<file path="config.mk">
export PLATFORM = sky130hd
export DESIGN_NAME = uart_rx_ctrl
export DESIGN_NICKNAME = d
export VERILOG_FILES = /design/src/rtl/uart_pkg.sv /design/src/rtl/uart_fifo.sv /design/src/rtl/uart_rx_ctrl.sv
export SDC_FILE = /design/constraint.sdc
export NUM_CORES = 1
export LEC_CHECK = 0
export ABC_AREA = 1
export CAP_MARGIN = 15
export CORE_MARGIN = 1.5
export CORE_UTILIZATION = 35
export DETAILED_ROUTE_END_ITERATION = 10
export DONT_BUFFER_PORTS = 1
export PLACE_DENSITY_LB_ADDON = 0.1
export SYNTH_ARGS = -nofsm -noshare
export SYNTH_HDL_FRONTEND = slang
export SYNTH_SLANG_ARGS = --single-unit
</file>
<file path="constraint.sdc">
create_clock -name clk -period 4.7 [get_ports clk]
set_input_delay 0.94 -clock clk [delete_from_list [all_inputs] [get_ports clk]]
set_output_delay 0.94 -clock clk [all_outputs]
set_load 0.05 [all_outputs]
</file>
<file path="src/rtl/uart_pkg.sv">
// uart_pkg: shared types and constants for the UART receive controller.
package uart_pkg;
  typedef logic [7:0] byte_t;
  localparam int DEFAULT_OVERSAMPLE = 16;
  typedef enum logic {IDLE, PEND} cap_state_t;
endpackage

</file>
<file path="src/rtl/uart_fifo.sv">
// uart_fifo: synchronous show-ahead byte FIFO with wrap-bit pointers.
module uart_fifo
  import uart_pkg::*;
#(
  parameter int Depth = 8,
  localparam int AW = $clog2(Depth)
) (
  input  logic        clk,
  input  logic        reset,
  input  logic        push,
  input  logic        pop,
  input  byte_t       wdata,
  output byte_t       rdata,
  output logic        full,
  output logic        empty,
  output logic [AW:0] level
);
  byte_t mem_q [Depth];
  logic [AW:0] wr_q, rd_q;
  logic pop_ok, wr_ok;
  assign level  = wr_q - rd_q;
  assign empty  = wr_q == rd_q;
  assign full   = (wr_q[AW] != rd_q[AW]) && (wr_q[AW-1:0] == rd_q[AW-1:0]);
  assign pop_ok = pop && !empty;
  // a full FIFO still takes a push when the head leaves in the same cycle
  assign wr_ok  = push && (!full || pop_ok);
  assign rdata  = empty ? '0 : mem_q[rd_q[AW-1:0]];
  always_ff @(posedge clk or posedge reset) begin
    if (reset) begin
      wr_q <= '0;
      rd_q <= '0;
    end else begin
      if (wr_ok) wr_q <= wr_q + 1'b1;
      if (pop_ok) rd_q <= rd_q + 1'b1;
    end
  end
  always_ff @(posedge clk) begin
    if (wr_ok) mem_q[wr_q[AW-1:0]] <= wdata;
  end
endmodule

</file>
<file path="src/rtl/uart_rx_ctrl.sv">
// uart_rx_ctrl: sample-strobe generator, byte capture FIFO and status for the UART receiver core.
module uart_rx_ctrl
  import uart_pkg::*;
#(
  parameter int Oversample  = DEFAULT_OVERSAMPLE,
  parameter int Depth       = 8,
  parameter int DivWidth    = 16,
  parameter int ErrCntWidth = 8
) (
  input  logic                   clk,
  input  logic                   reset,
  input  logic                   enable,
  input  logic [DivWidth-1:0]    divisor,
  output logic                   rxEn,
  input  logic                   rxDone,
  input  logic                   rxErr,
  input  logic [7:0]             rxData,
  output logic [7:0]             outData,
  output logic                   outValid,
  input  logic                   outReady,
  output logic [$clog2(Depth):0] level,
  output logic                   overrun,
  output logic [ErrCntWidth-1:0] errCount,
  input  logic                   clearStatus
);
  logic [DivWidth-1:0] cnt_q, cnt_d;
  cap_state_t state_q, state_d;
  logic [ErrCntWidth-1:0] err_q, err_d;
  logic ovr_q, ovr_d, push, pop, full, empty, err_ev;
  assign rxEn     = enable && !reset && cnt_q == '0;
  assign err_ev   = rxErr && rxEn;
  assign push     = state_q == PEND;
  assign outValid = !empty;
  assign pop      = outValid && outReady;
  assign overrun  = ovr_q;
  assign errCount = err_q;
  always_comb begin
    cnt_d   = !enable ? '0 : rxEn ? (divisor > 1 ? divisor - 1'b1 : '0) : cnt_q - 1'b1;
    state_d = (state_q == IDLE && rxDone && rxEn) ? PEND : IDLE;
    ovr_d   = (ovr_q && !clearStatus) || (push && full && !pop);
    // clear first, then let a coincident error count from zero
    err_d   = clearStatus ? ErrCntWidth'(err_ev) : err_q + ErrCntWidth'(err_ev && !(&err_q));
  end
  always_ff @(posedge clk or posedge reset) begin
    if (reset) begin
      cnt_q   <= '0;
      state_q <= IDLE;
      err_q   <= '0;
      ovr_q   <= 1'b0;
    end else begin
      cnt_q   <= cnt_d;
      state_q <= state_d;
      err_q   <= err_d;
      ovr_q   <= ovr_d;
    end
  end
  uart_fifo #(.Depth(Depth)) u_fifo (
    .clk   (clk),
    .reset (reset),
    .push  (push),
    .pop   (pop),
    .wdata (rxData),
    .rdata (outData),
    .full  (full),
    .empty (empty),
    .level (level)
  );
endmodule
</file>
==> out/results.tsv <==
metric	value	unit
first-pass detailed-route iteration total	4	
Reg2Reg Setup Slack	1.74	ns
H-tree Lvls	3	
number of diodes	0	
drt wl/cell	15.9	um
total setup buffers inserted after CTS	0	
post-layout instance area	5650	um^2
CTS buffer count	9	
gr ovfl total	0	
Critical Path Source Type	register	
TritonCTS sink count	98	
RR Endpoint	u_fifo.mem_q[6][7]$_DFFE_PP_	
clk buf depth	2	
max-slew violation count	0	
sequential cell area fraction in the yosys report	0.544	
setup TNS	0	ns
post-DP HPWL	8400	um
WS Path Type	reg -> out	
IO buf count	0	
multi-input logic area	2060	um^2
Max Cap Viol	0	
vias in the first global route	3736	
initial antenna violation count	0	
slowest stage delay, CP	0.61	ns
Hold Path Class	reg -> reg	
Final period util	0.759	
Peak VDD IR	0.000288	V
Final Core Density	0.402	
Ys Warns	0	
DRC viols	0	
Synth cell types	34	
Hold-fix buffers, CTS	0	
number of flops mapped to enable cells by yosys	64	
Crit path arrival time	2.63	ns
layout cells sized above 1	0.0956	
setup violators final	0	
Slowest-stage cell, CP	dfrtp_1	
Critical Path Source	u_fifo.rd_q[2]$_DFFE_PP0P_	
Nets	625	
min setup slack post-route	1.13	ns
dpl cells	751	
Core Area	14000	um^2
Critical path buffers and inverters	2	
row cnt	43	
crit-path cells	clkinv_1 > ha_1 > nand3_1 > or2_2 > o21ai_1 > nor2_1 > buf_4	
Power Dens Cells	676	nW/um^2
first-pass GRT wire length	19900	um
synth top area cells	edfxtp_1, dfrtp_1, nor2_1	
ys flop type	edfxtp_1	
crit path capture	outData[2]	
final hold vios	0	
Reg2Reg Depth	9	
outcome	finished clean	
skew final	0.00747	ns
Iter 0 DRT Violations	243	
area growth from synthesis to final layout	10.7	%
CTS tree	done	
most common library cells after synthesis	nor2_1, nand2_1, edfxtp_1	
gate family responsible for the most delay along the worst path	simple AND/OR/NAND/NOR gates	
gp weighted congestion	0.877	
# resized after CTS	0	
RSZ-0062 raised after global routing	false	
largest fanout on the critical path	12	
area post-placement	5350	um^2
Yosys reg bits	98	
fin cells	766	
Worst-path clk slew	0.06	ns
pin count of the biggest net entering global routing	34	
Vias/cell	5.03	
total routed wirelength	12200	um
Worst-Skew Late Latency	0.35	ns
Cells after Synth	570	
Storage cell area	2770	um^2
ys async rst share	0.347	
leading area contributor after synthesis	edfxtp_1	
FF-to-FF Start	u_fifo.rd_q[2]$_DFFE_PP0P_	
Worst Setup End Kind	output pin	
Total Routing Usage GR	0.174	
clock period minus final worst setup slack	3.57	ns
achievable frequency	0.280	GHz
Initial Utilization	0.363	
I/O pin count	54	
Critical Path Stages	7	
Die Wd	124	um
Mapped Area	5100	um^2
Relative slew margins	0.270	
Leak	2.31	nW
Root Buffer	clkbuf_16	
DP Worst Slack	1.54	ns
Mapped Nets	613	
top-count cell post-synth	nor2_1	
Yosys top cell area share	0.377	
Antenna Nets Post-Route	0	
# fillers	1370	
Tightest Pin Transition	1.09	ns
post-synthesis area per instance	8.95	um^2
Vert. Die Dim	124	um
Req. time, crit path	3.76	ns
die area	15300	um^2
DR vias	3855	
[through the flow]
stage,power (mW),hold slack (ns)
floorplan,2.64,0.461
global placement,3.10,0.479
detailed placement,3.10,0.483
CTS,3.84,0.495
global route,4.09,0.520
finish,3.81,0.488
[final cells by class]
class	count	area share
sequential	98	0.491
multi-input combinational	411	0.364
clock buffer	10	0.0406
tap	180	0.0399
inverter	46	0.0315
timing repair buffer	16	0.0213
clock inverter	5	0.0113
[flip-flops by register name, indices dropped and copies added (netlist names)]
name / flops
cnt_q: 16
errCount: 8
overrun: 1
push: 1
u_fifo.mem_q: 64
u_fifo.rd_q: 4
u_fifo.wr_q: 4
[worst min path at each step]
stage | start | endpoint | slack (ns) | depth (start not counted)
detailed placement | u_fifo.wr_q[3]$_DFFE_PP0P_ | u_fifo.wr_q[3]$_DFFE_PP0P_ | 0.48 | 1
global placement | u_fifo.wr_q[3]$_DFFE_PP0P_ | u_fifo.wr_q[3]$_DFFE_PP0P_ | 0.48 | 1
CTS | u_fifo.wr_q[3]$_DFFE_PP0P_ | u_fifo.wr_q[3]$_DFFE_PP0P_ | 0.50 | 1
global route | u_fifo.wr_q[3]$_DFFE_PP0P_ | u_fifo.wr_q[3]$_DFFE_PP0P_ | 0.52 | 1
floorplan | u_fifo.wr_q[3]$_DFFE_PP0P_ | u_fifo.wr_q[3]$_DFFE_PP0P_ | 0.46 | 1
finish | u_fifo.wr_q[3]$_DFFE_PP0P_ | u_fifo.wr_q[3]$_DFFE_PP0P_ | 0.49 | 1
[power by group]
part	switching, mW	internal [mW]	total (mW)
sequential	0.124	1.02	1.14
combinational	1.36	0.583	1.94
clock	0.321	0.413	0.734
[layer usage]
layer  track usage  share of wire  vias to the layer above  wire length (um)
li1              -              -                     1932                 -
met4        0.0711          0.020                        0               249
met3        0.0339          0.052                       16               637
met2         0.256           0.43                       93              5210
met5             0              0                        -                 0
met1         0.252           0.50                     1814              6110
[placed cells by master (no fill, tap or decap), types with 2 or more instances in the layout]
| cell type | netlist | routed |
|---|---|---|
| o21ai_1 | 6 | 6 |
| o21ai_0 | 47 | 47 |
| nand2_2 | 2 | 2 |
| clkinv_4 | 1 | 3 |
| o22ai_1 | 16 | 16 |
| clkbuf_16 | 0 | 9 |
| nor2_4 | 5 | 5 |
| nor2_2 | 7 | 7 |
| xor2_1 | 11 | 11 |
| nand4_1 | 3 | 3 |
| nand2_1 | 106 | 106 |
| buf_4 | 2 | 16 |
| or2_2 | 4 | 4 |
| nor3_1 | 6 | 6 |
| inv_2 | 2 | 2 |
| inv_1 | 42 | 42 |
| xnor2_1 | 8 | 8 |
| nand3_2 | 3 | 3 |
| nor3b_1 | 2 | 2 |
| a21oi_1 | 17 | 17 |
| edfxtp_1 | 64 | 64 |
| nand3_1 | 38 | 38 |
| dfrtp_1 | 34 | 34 |
| nor2_1 | 114 | 114 |
| ha_1 | 11 | 11 |
[kinds of logic after synthesis]
| family | Yosys count | synth area share |
|---|---|---|
| AOI/OAI and AO/OA | 86 | 0.0883 |
| buffers and inverters | 61 | 0.0530 |
| and+or+nand+nor | 294 | 0.251 |
| xor gates and xnor gates | 19 | 0.0326 |
| DFF | 98 | 0.544 |
| adders and majority gates | 12 | 0.0309 |
Power figures use the tool's default switching activity.
